`src/rtl/boss_pkg.sv`:
```
// -----------------------------------------------------------------------------
// boss_pkg
// Shared definitions for the boss attack scheduler: the phase encoding, the
// default hit thresholds and shot periods, the number of bullet slots and the
// launch offset below the boss top edge.
// -----------------------------------------------------------------------------
package boss_pkg;

    typedef enum logic [2:0] {
        IDLE     = 3'd0,
        PHASE1   = 3'd1,
        PHASE2   = 3'd2,
        PHASE3   = 3'd3,
        DEFEATED = 3'd4
    } phase_t;

    localparam logic [8:0] DEF_HIT_MAX  = 9'd200;
    localparam logic [8:0] DEF_PH2_HITS = 9'd100;
    localparam logic [8:0] DEF_PH3_HITS = 9'd160;

    localparam logic [5:0] DEF_PERIOD1  = 6'd60;
    localparam logic [5:0] DEF_PERIOD2  = 6'd30;
    localparam logic [5:0] DEF_PERIOD3  = 6'd15;

    localparam int         DEF_N_SLOTS  = 4;

    localparam logic [9:0] FIRE_Y_OFFSET = 10'd30;

    // Launch height: boss top edge plus offset, wrapping in 10 bits.
    function automatic logic [9:0] launch_y(input logic [9:0] boss_y);
        return boss_y + FIRE_Y_OFFSET;
    endfunction

endpackage

```
`src/rtl/slot_allocator.sv`:
```
// -----------------------------------------------------------------------------
// slot_allocator
// Keeps one busy flag per boss-bullet slot and grants the lowest-index free
// slot when a shot is requested. The grant is decided from the busy vector as
// it stood before this cycle's update, so a slot freed by i_done this cycle
// cannot be handed out until the next one.
//
// Ports
//   i_clk          system clock
//   i_rst          synchronous active-high reset (clears every busy flag)
//   i_req          shot request for this cycle
//   i_done         per-slot release pulse; ignored for slots already free
//   o_grant_valid  request accepted this cycle (combinational)
//   o_grant_idx    slot index being granted (meaningful with o_grant_valid)
//   o_busy         registered occupancy flags
// -----------------------------------------------------------------------------
module slot_allocator
    import boss_pkg::*;
#(
    parameter int N_SLOTS = DEF_N_SLOTS
) (
    input  logic               i_clk,
    input  logic               i_rst,
    input  logic               i_req,
    input  logic [N_SLOTS-1:0] i_done,
    output logic               o_grant_valid,
    output logic [1:0]         o_grant_idx,
    output logic [N_SLOTS-1:0] o_busy
);

    localparam logic [N_SLOTS-1:0] ONE = {{(N_SLOTS-1){1'b0}}, 1'b1};

    logic [N_SLOTS-1:0] r_busy;
    logic [N_SLOTS-1:0] w_free;
    logic [N_SLOTS-1:0] w_lowest;

    // Lowest-free priority encoder: x & -x isolates the lowest set free bit.
    always_comb begin
        w_free        = ~r_busy;
        w_lowest      = w_free & (~w_free + ONE);
        o_grant_valid = i_req & (|w_free);
        o_grant_idx   = 2'd0;
        for (int k = 0; k < N_SLOTS; k++) begin
            o_grant_idx = o_grant_idx | (w_lowest[k] ? 2'(k) : 2'd0);
        end
    end

    // Busy register: releases first, then the granted slot is marked taken.
    always_ff @(posedge i_clk) begin
        if (i_rst) begin
            r_busy <= '0;
        end else begin
            r_busy <= (r_busy & ~i_done) | (o_grant_valid ? w_lowest : '0);
        end
    end

    assign o_busy = r_busy;

endmodule

```
`src/rtl/boss_attack_scheduler.sv`:
```
// -----------------------------------------------------------------------------
// boss_attack_scheduler
// Boss-fight shot scheduler. A frame tick recovered from frame_clk drives a
// per-phase period counter; each expiry requests one bullet, which is placed
// in the lowest free sprite slot. Phases advance with the boss hit count and
// the fight ends in DEFEATED until Reset or key_R.
//
// Ports
//   Clk            system clock
//   Reset, key_R   synchronous active-high restart (either one)
//   frame_clk      asynchronous ~60 Hz frame level
//   state_index    game state, 2 = boss fight
//   boss_counter   boss hit count
//   boss_Y_Pos     boss top edge Y
//   slot_done      per-slot release pulses
//   fire_valid     one-cycle launch pulse
//   fire_slot      launched slot index (with fire_valid)
//   fire_Y         launch Y (with fire_valid)
//   slot_busy      slot occupancy
//   phase          current phase encoding
//   boss_defeated  high in DEFEATED
// -----------------------------------------------------------------------------
module boss_attack_scheduler
    import boss_pkg::*;
#(
    parameter logic [8:0] HIT_MAX  = DEF_HIT_MAX,
    parameter logic [8:0] PH2_HITS = DEF_PH2_HITS,
    parameter logic [8:0] PH3_HITS = DEF_PH3_HITS,
    parameter logic [5:0] PERIOD1  = DEF_PERIOD1,
    parameter logic [5:0] PERIOD2  = DEF_PERIOD2,
    parameter logic [5:0] PERIOD3  = DEF_PERIOD3,
    parameter int         N_SLOTS  = DEF_N_SLOTS
) (
    input  logic               Clk,
    input  logic               Reset,
    input  logic               frame_clk,
    input  logic               key_R,
    input  logic [3:0]         state_index,
    input  logic [8:0]         boss_counter,
    input  logic [9:0]         boss_Y_Pos,
    input  logic [N_SLOTS-1:0] slot_done,
    output logic               fire_valid,
    output logic [1:0]         fire_slot,
    output logic [9:0]         fire_Y,
    output logic [N_SLOTS-1:0] slot_busy,
    output logic [2:0]         phase,
    output logic               boss_defeated
);

    logic       w_rst;
    logic       r_sync0;
    logic       r_sync1;
    logic       w_tick;
    phase_t     r_phase;
    phase_t     w_phase_next;
    logic [5:0] r_cnt;
    logic       w_in_phase;
    logic       w_stay;
    logic       w_entry;
    logic       w_shot_req;
    logic       w_grant_valid;
    logic [1:0] w_grant_idx;
    logic       r_fire_valid;
    logic [1:0] r_fire_slot;
    logic [9:0] r_fire_y;
    logic       r_defeated;

    assign w_rst = Reset | key_R;

    function automatic logic [5:0] period_of(input phase_t p);
        case (p)
            PHASE2:  return PERIOD2;
            PHASE3:  return PERIOD3;
            default: return PERIOD1;
        endcase
    endfunction

    // Two-flop sampler for the asynchronous frame level.
    always_ff @(posedge Clk) begin
        if (w_rst) begin
            r_sync0 <= 1'b0;
            r_sync1 <= 1'b0;
        end else begin
            r_sync0 <= frame_clk;
            r_sync1 <= r_sync0;
        end
    end

    assign w_tick = r_sync0 & ~r_sync1;

    // Next-phase logic: leaving the fight beats defeat, defeat beats advancing.
    always_comb begin
        w_phase_next = r_phase;
        case (r_phase)
            IDLE: begin
                if (state_index == 4'd2) w_phase_next = PHASE1;
                else                     w_phase_next = IDLE;
            end
            PHASE1, PHASE2, PHASE3: begin
                if (state_index != 4'd2)                           w_phase_next = IDLE;
                else if (boss_counter >= HIT_MAX)                  w_phase_next = DEFEATED;
                else if (r_phase == PHASE1 && boss_counter >= PH2_HITS) w_phase_next = PHASE2;
                else if (r_phase == PHASE2 && boss_counter >= PH3_HITS) w_phase_next = PHASE3;
                else                                               w_phase_next = r_phase;
            end
            DEFEATED: w_phase_next = DEFEATED;
            default:  w_phase_next = IDLE;
        endcase
    end

    assign w_in_phase = (r_phase == PHASE1) || (r_phase == PHASE2) || (r_phase == PHASE3);
    assign w_stay     = (w_phase_next == r_phase);
    assign w_entry    = !w_stay && ((w_phase_next == PHASE1) ||
                                    (w_phase_next == PHASE2) ||
                                    (w_phase_next == PHASE3));
    // A tick that coincides with a phase change only restarts the count.
    assign w_shot_req = w_tick && w_in_phase && w_stay && (r_cnt == 6'd1);

    // Phase register and defeated flag.
    always_ff @(posedge Clk) begin
        if (w_rst) begin
            r_phase    <= IDLE;
            r_defeated <= 1'b0;
        end else begin
            r_phase    <= w_phase_next;
            r_defeated <= (w_phase_next == DEFEATED);
        end
    end

    // Period counter: reload on phase entry and on expiry, count down per tick.
    always_ff @(posedge Clk) begin
        if (w_rst) begin
            r_cnt <= PERIOD1;
        end else if (w_entry) begin
            r_cnt <= period_of(w_phase_next);
        end else if (w_tick && w_in_phase && w_stay) begin
            if (r_cnt == 6'd1) r_cnt <= period_of(r_phase);
            else               r_cnt <= r_cnt - 6'd1;
        end
    end

    slot_allocator #(
        .N_SLOTS (N_SLOTS)
    ) u_slot_allocator (
        .i_clk         (Clk),
        .i_rst         (w_rst),
        .i_req         (w_shot_req),
        .i_done        (slot_done),
        .o_grant_valid (w_grant_valid),
        .o_grant_idx   (w_grant_idx),
        .o_busy        (slot_busy)
    );

    // Launch registers; slot and Y hold their last value between shots.
    always_ff @(posedge Clk) begin
        if (w_rst) begin
            r_fire_valid <= 1'b0;
            r_fire_slot  <= 2'd0;
            r_fire_y     <= 10'd0;
        end else begin
            r_fire_valid <= w_grant_valid;
            if (w_grant_valid) begin
                r_fire_slot <= w_grant_idx;
                r_fire_y    <= launch_y(boss_Y_Pos);
            end
        end
    end

    assign fire_valid    = r_fire_valid;
    assign fire_slot     = r_fire_slot;
    assign fire_Y        = r_fire_y;
    assign phase         = r_phase;
    assign boss_defeated = r_defeated;

endmodule

```
`config.mk`:
```
export PLATFORM = sky130hd
export DESIGN_NAME = boss_attack_scheduler
export DESIGN_NICKNAME = d
export VERILOG_FILES = /design/src/rtl/boss_pkg.sv /design/src/rtl/slot_allocator.sv /design/src/rtl/boss_attack_scheduler.sv
export SDC_FILE = /design/constraint.sdc
export NUM_CORES = 1
export LEC_CHECK = 0
export ABC_AREA = 1
export CAP_MARGIN = 10
export CORE_ASPECT_RATIO = 0.75
export CORE_MARGIN = 2
export CORE_UTILIZATION = 49
export DETAILED_ROUTE_END_ITERATION = 16
export GPL_TIMING_DRIVEN = 1
export HOLD_SLACK_MARGIN = 0.1
export PLACE_DENSITY = 0.84
export SLEW_MARGIN = 20
export SYNTH_ARGS = -nofsm -noshare
export SYNTH_HDL_FRONTEND = slang
export SYNTH_SLANG_ARGS = --single-unit
```
`constraint.sdc`:
```
create_clock -name Clk -period 4.1 [get_ports Clk]
set_clock_uncertainty 0.1 [all_clocks]
set_input_delay 0.82 -clock Clk [delete_from_list [all_inputs] [get_ports Clk]]
set_output_delay 0.82 -clock Clk [all_outputs]
set_load 0.03 [all_outputs]
```
======== After elaboration in Yosys (flattened, before gate mapping) ========
Cells that the tools add are included.
storage, ports and cells
  bits in registers ....................... 29
  input port bits ......................... 31
  output and inout port bits .............. 21
  word-level logic and storage cells ...... 69
cells by class
  add/subtract/negate cells ............... 3
  order comparisons ....................... 3
  equal/unequal tests ..................... 12
  multiplexer cells ....................... 15
  bitwise operators ....................... 12
  reductions and logical operators ........ 15
operators by type and width
  cell                     count
  $pmux W6 S2              2
  $ge A9 B8 Y1 const B     2
  $mux W6                  3
  $eq A3 B2 Y1 const B     4
  $mux W3                  4
  $not A4 Y4               3
  $add A10 B5 Y10 const B  1
  $ge A9 B7 Y1 const B     1
  $pmux W3 S3              1
  $and A4 B4 Y4            2
  $eq A3 B1 Y1 const B     2
  $eq A3 B3 Y1 const B     2
  $eq A6 B1 Y1 const B     1
  $logic_and A1 B1 Y1      6
  $sub A6 B1 Y6 const B    1
  $add A4 B1 Y4 const B    1
  $eq A4 B2 Y1 const B     1
  $logic_or A1 B1 Y1       4
  $mux W2                  2
  $mux W4                  1
  $ne A4 B2 Y1 const B     1
  $or A2 B2 Y2             2
  $or A4 B4 Y4             1
  $reduce_or A4 Y1         1
  9 further kinds          11

======== Logic depth before layout (Yosys ltp) ========
Gate-level depths: netlist of the first run.
  depth after elaboration ................. 13
  gate-level depth with buffers ........... 14
  depth with buffers taken out ............ 14

======== Cells and area by module ========
A second synthesis of the first run with hierarchy kept.
unflattened totals
  cell total of the unflattened synthesis .. 242
  area, all modules ....................... 1677.9 sq um
by module, submodules not included
  module                 times used  cells an instance  area each (sq um)  seq. area each (sq um)
  boss_attack_scheduler  1           217                1476.4             500.5
  slot_allocator         1           25                 201.4              80.1

======== Worst setup path before layout of the first run ========
No wires, ideal clock.
  path kind ............................... input port to flip-flop
  start ................................... input boss_counter[5]
  end ..................................... register r_fire_y[3], in the netlist fire_Y[3]
  setup time .............................. 0.116 ns
  data arrival time ....................... 1.996 ns
  data required time ...................... 3.884 ns
  setup slack ............................. 1.889 ns
  cell stages on the path ................. 13
  path buffers ............................ 1
  cells stage by stage .................... nand2_1 nor2_1 nor2_1 nand2_1 nor2_2 a21oi_1 nor2_2 nand2_2 inv_2 nand3_2 buf_6 nor2_1 a21oi_2
between the ends
  longest elaborated chain between the ends .. 11
  elaborated cells on any way between the ends .. 14
  classes of those cells .................. 3 x order compare; 1 x eq/ne; 5 x mux; 1 x bitwise; 4 x reduce/logical
ends and longest elaborated chain
  element                              RTL line                      source
  from (decl)                          boss_attack_scheduler.sv:39   input logic [8:0] boss_counter,
  $ge A9 B8 Y1                         boss_attack_scheduler.sv:103  else if (r_phase == PHASE2 && boss_counter >= PH3_HITS) w_phase_next = PHASE3;
  $logic_and A1 B1 Y1                  boss_attack_scheduler.sv:103
  $mux W3                              boss_attack_scheduler.sv:103
  $mux W3                              boss_attack_scheduler.sv:102  else if (r_phase == PHASE1 && boss_counter >= PH2_HITS) w_phase_next = PHASE2;
  $mux W3 *                            boss_attack_scheduler.sv:101  else if (boss_counter >= HIT_MAX) w_phase_next = DEFEATED;
  $mux W3 *                            boss_attack_scheduler.sv:100  if (state_index != 4'd2) w_phase_next = IDLE;
  $pmux W3 S3 *                        boss_attack_scheduler.sv:94   case (r_phase)
  $eq A3 B3 Y1 *                       boss_attack_scheduler.sv:112  assign w_stay = (w_phase_next == r_phase);
  $logic_and A1 B1 Y1 * (2 in series)  boss_attack_scheduler.sv:117  assign w_shot_req = w_tick && w_in_phase && w_stay && (r_cnt == 6'd1);
  $and A1 B1 Y1 *                      slot_allocator.sv:41          o_grant_valid = i_req & (|w_free);
  to (signal assigned)                 boss_attack_scheduler.sv:164  r_fire_y <= launch_y(boss_Y_Pos);
  to (decl)                            boss_attack_scheduler.sv:65   logic [9:0] r_fire_y;
Every way passes the cells marked *; elsewhere a longest branch is shown, timed or not.
A chain may end at the register's enable or synchronous reset.

======== Worst setup path in the final report of the first run ========
Ends and elaborated chain as after synthesis.

==> qor.yml, run 1 <==
run_status:
  status: "completed"
synthesis:
  avgSynthCellArea_um2: 6.59
  ys_seq_elements: 29
  ys_seq_area_frac: 0.355
  yosysMostFrequentCell: "nor2_1"
  async_reset_ff_frac: 0
  synth_edf_count: 0
  synth_top_cell_by_area: "dfxtp_1"
  yosys-top-cells-count: "nor2_1 (52), nand2_1 (49), inv_1 (31)"
  netlist_area_um2: 1630
  ys.flop_type: "dfxtp_1"
  syn_inst: 248
  yosysWarnings: 0
  synthDominantCellAreaShare: 0.355
  yosysUniqueCellTypes: 27
  synth_area_leaders: "dfxtp_1 (36%), nor2_1 (12%), nand2_1 (11%)"
  syn_nets: 282
global_route:
  grt_pass1_vias: 1469
  met3_usage: 0.0581
  grt-ovfl-total: 0
  grt_max_degree: 20
  grt_antenna_before_repair: 0
  grt_pass1_wl_mm: 6.45
  top_usage_layer: "met2"
  use_met1: 0.277
  met2_usage: 0.363
  track_usage: 0.216
detailed_routing:
  drc: 0
  routed-via-count: 1656
  antenna_left: 0
  drt_wl_total_mm: 3.87
  drt_iter0_drc: 84
  drt_first_pass_iters: 4
  vias_per_cell: 4.86
  avgRoutedWirePerCell_um: 11.3
timing:
  setup_viol_count_final: 0
  hold_viol_final: 0
  fmax_mhz: 373
  tightest_slew_ns: 0.630
  fin_crit_ns: 2.68
  tns_ns: 0
  worst_slew_margin_rel: 0.577
  rsz0062_at_grt: "false"
  period_share: 0.655
  slew_viol_final: 0
die:
  die_w_um: 70.7
  initial_utilization: 0.504
  fp.dieH_um: 54.0
  die_area_um2: 3820
  num_rows: 18
  core_area_um2: 3240
  ioPinCount: 52
clock_network:
  cts.htree.levels: 2
  clkSinkCount: 29
  path_clk_slew_ns: 0.06
  post_cts_buffers: 0
  postCtsHoldBufs: 0
  cts_tree: "yes"
  clock_latency_ns: 0.27
  cts_buffers: 5
  clk_path_buf_depth: 2
  postCtsResizedCells: 0
  cts_root_buffer: "clkbuf_8"
final_layout:
  final_cells: 341
  syn_to_final_growth_pct: 38.1
  fin_nets: 335
  drive_above_1_share: 0.0930
  num_antenna_cells: 0
flow_run:
  max_cap_viol_count: 0
worst_setup_path:
  crit_required_ns: 4.16
  critPathKind: "input port to flop"
  arrival_ns: 2.74
  startpoint_type: "input port"
  crit_fanout: 12
  end_kind: "flop"
place:
  numPlacedInstances: 334
  gp_congestion: 0.839
  dp_hpwl_mm: 2.95
  portBuffers: 49
power:
  leakage_uw: 0.000966
  total_power_uw: 621
  power_density_nw_per_um2: 275
  peakVddDrop_mv: 0.166
min_path:
  hp-class: "flop to flop"
state kept, by name, summed over array words and instances (netlist names):
name                     cells
fire_slot                    2
r_sync0                      1
fire_Y                      10
r_cnt                        6
u_slot_allocator.o_busy      4
boss_defeated                1
phase                        3
fire_valid                   1
r_sync1                      1
per-stage QoR:
step           area, um^2   util  hold slack, ns  worst slack, ns
2_1_floorplan        1630      -           0.317             1.89
3_3_place_gp         2150  0.664           0.331             1.19
3_5_place_dp         2150  0.664           0.345             1.15
4_1_cts              2260  0.696           0.355             1.43
5_1_grt              2260  0.696           0.400             1.24
6_report             2260  0.696           0.355             1.42
worst max-delay path, stage by stage:
cell	delay (ns)
clkdlybuf4s50_1	0.44
nand2_1	0.11
nor2_1	0.04
nor2_1	0.14
nand2_1	0.11
nor2_2	0.13
a21oi_1	0.09
nor2_2	0.16
nand2_2	0.12
inv_2	0.09
nand3_2	0.20
nor2_1	0.25
a21oi_2	0.04
layout by cell type (no fill, tap or decap), types with 4 or more instances in the layout:
cell,netlist,layout
nor2_1,52,52
nand2_1,49,49
clkdlybuf4s50_1,0,49
inv_1,31,31
dfxtp_1,29,29
nand3_1,19,19
o21ai_0,14,14
a21oi_1,9,9
nand2_2,5,5
clkbuf_8,0,5
xnor2_1,4,4
routing by layer:
layer / wire length, um / vias to the layer above
met4: 13 / 0
met5: 0 / -
li1: - / 885
met2: 1780 / 47
met1: 1820 / 722
met3: 259 / 2
where the power goes:
part	total, uW	internal [uW]	leakage, uW	switching, uW
registers	283	283	0.000234	0.381
clock network	279	176	0.0000540	103
logic	59.1	34.0	0.000678	25.1
total	621	493	0.000966	129
kinds of logic after synthesis:
family	Yosys count	synth area share
adder cells (fa/ha/maj)	3	0.0230
buffers and inverters	37	0.0942
XOR/XNOR	7	0.0375
AND/OR/NAND/NOR	140	0.377
flip-flops	29	0.355
AO/OA/AOI/OAI	32	0.113
worst paths after layout:
kind / to / slack [ns] / from / depth (start not counted)
setup reg to reg: fire_Y[3] / 2.10 / phase[0] / 11
hold reg to reg: r_sync1 / 0.35 / r_sync0 / 2
hold / removal: r_sync1 / 0.35 / r_sync0 / 2
setup / recovery: fire_Y[3] / 1.42 / boss_counter[5] / 13
cell type report:
| cell class | instances | area (um^2) |
|---|---|---|
| Clock buffer | 5 | 68.8 |
| Tap cell | 40 | 50.0 |
| Timing Repair Buffer | 50 | 498 |
| Sequential cell | 29 | 581 |
| Fill cell | 281 | 987 |
| Clock inverter | 2 | 35.0 |
| Inverter | 33 | 124 |
| Multi-Input combinational cell | 182 | 900 |
Power figures use the tool's default switching activity.
==> inputs of run 2 (changes only) <==
--- a/config.mk
+++ b/config.mk
@@ -9,11 +9,11 @@
 export CAP_MARGIN = 10
 export CORE_ASPECT_RATIO = 0.75
 export CORE_MARGIN = 2
-export CORE_UTILIZATION = 49
+export CORE_UTILIZATION = 41
 export DETAILED_ROUTE_END_ITERATION = 16
 export GPL_TIMING_DRIVEN = 1
 export HOLD_SLACK_MARGIN = 0.1
-export PLACE_DENSITY = 0.84
+export PLACE_DENSITY = 0.75
 export SLEW_MARGIN = 20
 export SYNTH_ARGS = -nofsm -noshare
 export SYNTH_HDL_FRONTEND = slang
==> constraint.sdc (replaced) <==
create_clock -name Clk -period 2.4 [get_ports Clk]
set_clock_uncertainty 0.1 [all_clocks]
set_input_delay 0.48 -clock Clk [delete_from_list [all_inputs] [get_ports Clk]]
set_output_delay 0.48 -clock Clk [all_outputs]
set_load 0.03 [all_outputs]
==> qor.yml, run 2 (synthesized netlist as in run 1, its figures left out) <==
global_route:
  grt_antenna_before_repair: 0  # unchanged
  grt_pass1_vias: 1549  # +5.4%
  track_usage: 0.184  # -0.0315
  grt_max_degree: 16  # -20%
  grt-ovfl-total: 0  # unchanged
  grt_pass1_wl_mm: 6.71  # +4.1%
die:
  initial_utilization: 0.438  # -0.0660
  ioPinCount: 52  # unchanged
  die_area_um2: 4510  # +18%
  die_w_um: 76.9  # +8.8%
  fp.dieH_um: 58.7  # +8.6%
  num_rows: 19  # +1
  core_area_um2: 3730  # +15%
place:
  numPlacedInstances: 354  # +6.0%
  dp_hpwl_mm: 2.96  # +0.28%
  gp_congestion: 0.843  # +0.49%
  place_area_um2: 2240  # +4.1%
  portBuffers: 49  # unchanged
  place_ws_ns: -0.121  # -1.27 ns
timing:
  tns_ns: 0  # unchanged
  hold_viol_final: 0  # unchanged
  tightest_slew_ns: 0.483  # -0.147 ns
  period_share: 0.911
  fmax_mhz: 457
  slew_viol_final: 0  # unchanged
  setup_ws_ns: 0.213  # -1.20 ns
  worst_slew_margin_rel: 0.677  # +0.100
  fin_crit_ns: 2.19
  setup_viol_count_final: 0  # unchanged
clock_network:
  clkSinkCount: 29  # unchanged
  path_clk_slew_ns: 0.06  # about the same
  clk_path_buf_depth: 2  # unchanged
  clock_latency_ns: 0.27  # about the same
  cts_buffers: 5  # unchanged
  cts_tree: "yes"
  cts_root_buffer: "clkbuf_8"
  cts.htree.levels: 2  # unchanged
power:
  power_density_nw_per_um2: 465  # +69%
  total_power_uw: 1100  # +77%
  leakage_uw: 0.00101  # +4.7%
  peakVddDrop_mv: 0.315  # +90%
worst_setup_path:
  critPathKind: "input port to flop"
  r2r_end: "fire_Y[3]"
  crit_start: "boss_counter[8]"
  arrival_ns: 2.22  # -0.52 ns
  end_kind: "flop"
  endpoint: "r_cnt[2]"
  startpoint_type: "input port"
  worst_r2r_startpoint: "phase[0]"
  crit_required_ns: 2.44  # -1.72 ns
  r2r_cells: 11  # unchanged
  rrSetupSlack_ns: 0.45  # -1.65 ns
  crit_fanout: 7  # -5
min_path:
  hp-class: "flop to flop"
  worstHoldStart: "r_sync0"
final_layout:
  syn_to_final_growth_pct: 44.3
  final_cells: 362  # +6.2%
  largest_register_ffs: 10  # unchanged
  regArea_um2: 581  # unchanged
  mostFrequentLayoutCells: "nor2_1 (51), nand2_1 (49), clkdlybuf4s50_1 (49)"
  stdcell_area_um2: 2360  # +4.5%
  final_common_cell: "nor2_1"
  num_antenna_cells: 0  # unchanged
  multi_input_area_um2: 902  # +0.28%
  fin_nets: 343  # +2.4%
  fill_cells: 353  # +26%
  drive_above_1_share: 0.119  # +0.0263
detailed_routing:
  drt_iter0_drc: 71  # -15%
  antenna_left: 0  # unchanged
  wl_met3_um: 193  # -25%
  routed-via-count: 1670  # +0.85%
  top_layer: "met4"
  drc: 0  # unchanged
  dr_wl_met2_mm: 1.72  # -3.2%
  wl_met1_mm: 1.89  # +3.9%
  drt_wl_total_mm: 3.82  # -1.2%
  avgRoutedWirePerCell_um: 10.6  # -6.9%
  drt_first_pass_iters: 4  # unchanged
  vias_per_cell: 4.61  # -5.0%
run_status:
  status: "completed"
flow_run:
  max_cap_viol_count: 0  # unchanged
==> run 2: cell types whose count changed in the layout (fill, tap and decap cells not counted) <==
cell,change
clkbuf_1,+1
nor2_2,+1
clkbuf_8,+1
nor2_1,-1
buf_12,+1
clkinv_2,-1
buf_4,+7
==> run 2: layout make-up <==
type / count / area share
clock buffers: 7 / 0.0366
multi-input cells: 182 / 0.382
clock inverters: 1 / 0.0127
repair buffers: 58 / 0.242
flip-flops and latches: 29 / 0.246
well taps: 52 / 0.0276
inverters: 33 / 0.0525
==> run 2: worst min path at each step <==
stage	cells after the start	slack, ns	to
floorplan	2	0.32	r_sync1
global placement	2	0.33	r_sync1
detailed placement	2	0.33	r_sync1
CTS	2	0.34	r_sync1
global route	2	0.36	r_sync1
finish	2	0.34	r_sync1
==> run 2: what timing repair did <==
item / CTS / global route
setup endpoints to repair: 0 / 2
gates resized for setup: 0 / 1
hold buffers: 0 / 0
buffers inserted: 0 / 0
==> run 2: critical path: stages <==
cell,delay [ns]
clkdlybuf4s50_1,0.47
nor2_2,0.17
nand3b_1,0.10
nand3_1,0.13
nand2_1,0.10
o21ai_2,0.15
nand2_2,0.10
nand2_2,0.11
nand2_2,0.08
nand2_2,0.13
inv_2,0.08
nand2_1,0.06
nand4_1,0.07
==> run 2: power breakdown <==
| part | leakage (uW) | switching, uW | total [uW] | internal, uW |
|---|---|---|---|---|
| clock network | 0.0000585 | 173 | 511 | 338 |
| logic | 0.000718 | 42.4 | 103 | 60.9 |
| registers | 0.000234 | 0.590 | 483 | 483 |
==> run 2: per-stage QoR <==
step,util,hold WS [ns]
detailed placement,0.600,0.328
floorplan,-,0.317
finish,0.632,0.335
CTS,0.631,0.338
global placement,0.600,0.330
global route,0.632,0.361
==> run 2: per-layer routing <==
| layer | GRT usage | vias up |
|---|---|---|
| met5 | 0 | - |
| met4 | 0.0468 | 0 |
| met3 | 0.0521 | 2 |
| met2 | 0.297 | 31 |
| met1 | 0.247 | 723 |
| li1 | - | 914 |
==> inputs of run 3 (changes only) <==
--- a/config.mk
+++ b/config.mk
@@ -14,6 +14,7 @@
 export GPL_TIMING_DRIVEN = 1
 export HOLD_SLACK_MARGIN = 0.1
 export PLACE_DENSITY = 0.75
+export SETUP_SLACK_MARGIN = 0.2
 export SLEW_MARGIN = 20
 export SYNTH_ARGS = -nofsm -noshare
 export SYNTH_HDL_FRONTEND = slang
==> qor.yml, run 3 (synthesized netlist as in run 1, its figures left out) <==
run_status:
  status: "completed"
clock_network:
  cts_root_buffer: "clkbuf_8"
  cts.htree.levels: 2  # unchanged
  clk_path_buf_depth: 2  # unchanged
  clkSinkCount: 29  # unchanged
  path_clk_slew_ns: 0.06  # about the same
  clock_latency_ns: 0.27  # about the same
  postCtsHoldBufs: 0  # unchanged
  cts_buffers: 5  # unchanged
  cts_tree: "yes"
die:
  initial_utilization: 0.438  # unchanged
  die_area_um2: 4510  # unchanged
  num_rows: 19  # unchanged
  die_w_um: 76.9  # unchanged
  core_area_um2: 3730  # unchanged
  ioPinCount: 52  # unchanged
  fp.dieH_um: 58.7  # unchanged
timing:
  worst_slew_margin_rel: 0.625  # -0.0525
  slew_viol_final: 0  # unchanged
  fin_crit_ns: 2.04  # -0.150 ns
  tightest_slew_ns: 0.561  # +0.0785 ns
  fmax_mhz: 491  # +7.4%
  rsz0062_at_grt: "false"
  period_share: 0.849  # -0.0625
  hold_viol_final: 0  # unchanged
  setup_viol_count_final: 0  # unchanged
detailed_routing:
  drt_wl_total_mm: 4.03  # +5.5%
  routed-via-count: 1683  # +0.78%
  drc: 0  # unchanged
  antenna_left: 0  # unchanged
  avgRoutedWirePerCell_um: 11.0  # +4.6%
  drt_iter0_drc: 76  # +7.0%
  vias_per_cell: 4.61  # about the same
  drt_first_pass_iters: 4  # unchanged
power:
  power_density_nw_per_um2: 446  # -4.2%
  p_comb_frac: 0.096  # +0.002
  peakVddDrop_mv: 0.315  # about the same
  clockPowerShare: 0.466  # about the same
  power.share.switching: 0.202  # +0.00523
  switching_power_uw: 223  # +3.1%
  total_power_uw: 1100  # +0.47%
  p_int_uw: 880  # -0.18%
  leakage_uw: 0.00113  # +12%
  pwr-share-seq: 0.438  # -0.002
place:
  numPlacedInstances: 354  # unchanged
  portBuffers: 49  # unchanged
  gp_congestion: 0.843  # unchanged
  dp_hpwl_mm: 2.96  # unchanged
worst_setup_path:
  end_kind: "output pin"
  crit_required_ns: 1.82  # -0.62 ns
  rrSetupSlack_ns: 0.41  # -0.04 ns
  worst_r2r_startpoint: "phase[0]"
  cpMaxStageDelayCell: "clkdlybuf4s50_1"
  path_depth: 1  # -12
  endpoint: "phase[1]"
  cp.buffers_inverters: 1  # -1
  arrival_ns: 1.46  # -0.76 ns
  crit_start: "phase[1]"
  critPathKind: "flop to output pin"
  startpoint_type: "flop"
  crit_fanout: 7  # unchanged
  crit_family: "buffers and inverters"
  path_cells: "clkdlybuf4s50_1"
  max_stage_delay_ns: 0.73  # +0.26 ns
  r2r_cells: 11  # unchanged
  r2r_end: "u_slot_allocator.o_busy[2]"
global_route:
  grt-ovfl-total: 0  # unchanged
  track_usage: 0.185  # +0.000336
  grt_pass1_vias: 1554  # +0.32%
  grt_pass1_wl_mm: 6.72  # +0.10%
  grt_max_degree: 16  # unchanged
  grt_antenna_before_repair: 0  # unchanged
flow_run:
  max_cap_viol_count: 0  # unchanged
final_layout:
  syn_to_final_growth_pct: 51.4
  largest_register_ffs: 10  # unchanged
  final_common_cell: "nor2_1"
  drive_above_1_share: 0.163  # +0.0436
  fin_nets: 346  # +0.87%
  final_cells: 365  # +0.83%
  num_antenna_cells: 0  # unchanged
  mostFrequentLayoutCells: "nor2_1 (48), nand2_1 (46), clkdlybuf4s50_1 (39)"
min_path:
  hp-class: "flop to flop"
==> run 3: cell types whose count changed in the layout (fill, tap and decap cells not counted), moves of 3 or more <==
cell and delta:
nand2_1 -3, clkdlybuf4s50_1 -10, dlymetal6s2s_1 +10, nor2_1 -3
==> run 3: cell type report <==
| class | instances | area, um^2 |
|---|---|---|
| clock buffers | 7 | 86.3 |
| clock inverters | 1 | 30.0 |
| inverters | 33 | 124 |
| flip-flops and latches | 29 | 581 |
| multi-input cells | 182 | 952 |
| repair buffers | 61 | 636 |
| well taps | 52 | 65.1 |
| fillers | 336 | 1260 |
==> run 3: metal layers <==
metal  routed length (um)  GRT usage  vias up
li1                     -          -      913
met1                 1940      0.245      732
met2                 1820      0.299       36
met3                  253     0.0537        2
met4                   18     0.0468        0
met5                    0          0        -
==> run 3: timing repair <==
item                                    CTS  global route
endpoints found under the setup margin    5            23
gates resized for setup                   1            26
gates cloned                              0             1
buffers inserted                          0             2
hold endpoints to repair                  0             0
pin swaps                                 0            13
==> run 3: worst min-delay path by stage <==
| stage | startpoint | to | slack, ns | depth (start not counted) |
|---|---|---|---|---|
| global route | r_sync0 | r_sync1 | 0.36 | 2 |
| detailed placement | r_sync0 | r_sync1 | 0.33 | 2 |
| floorplan | r_sync0 | r_sync1 | 0.32 | 2 |
| global placement | r_sync0 | r_sync1 | 0.33 | 2 |
| CTS | r_sync0 | r_sync1 | 0.34 | 2 |
| finish | r_sync0 | r_sync1 | 0.34 | 2 |
==> run 3: metrics by stage <==
| stage | instance area, um^2 | setup TNS, ns | hold WS, ns | setup WS, ns | utilization |
|---|---|---|---|---|---|
| floorplan | 1630 | 0 | 0.317 | 0.432 | - |
| global placement | 2240 | -0.548 | 0.330 | -0.0661 | 0.600 |
| detailed placement | 2240 | -1.15 | 0.328 | -0.121 | 0.600 |
| CTS | 2360 | 0 | 0.338 | 0.200 | 0.632 |
| global route | 2470 | 0 | 0.361 | 0.219 | 0.663 |
| finish | 2470 | 0 | 0.335 | 0.363 | 0.663 |
==> run 3: power by group through the flow <==
stage | clock network (uW) | registers (uW) | logic, uW
3_3_place_gp | 0 | 494 | 102
4_1_cts | 522 | 483 | 104
6_report | 514 | 483 | 106
2_1_floorplan | 0 | 494 | 40.9
3_5_place_dp | 0 | 494 | 103
5_1_grt | 549 | 483 | 118
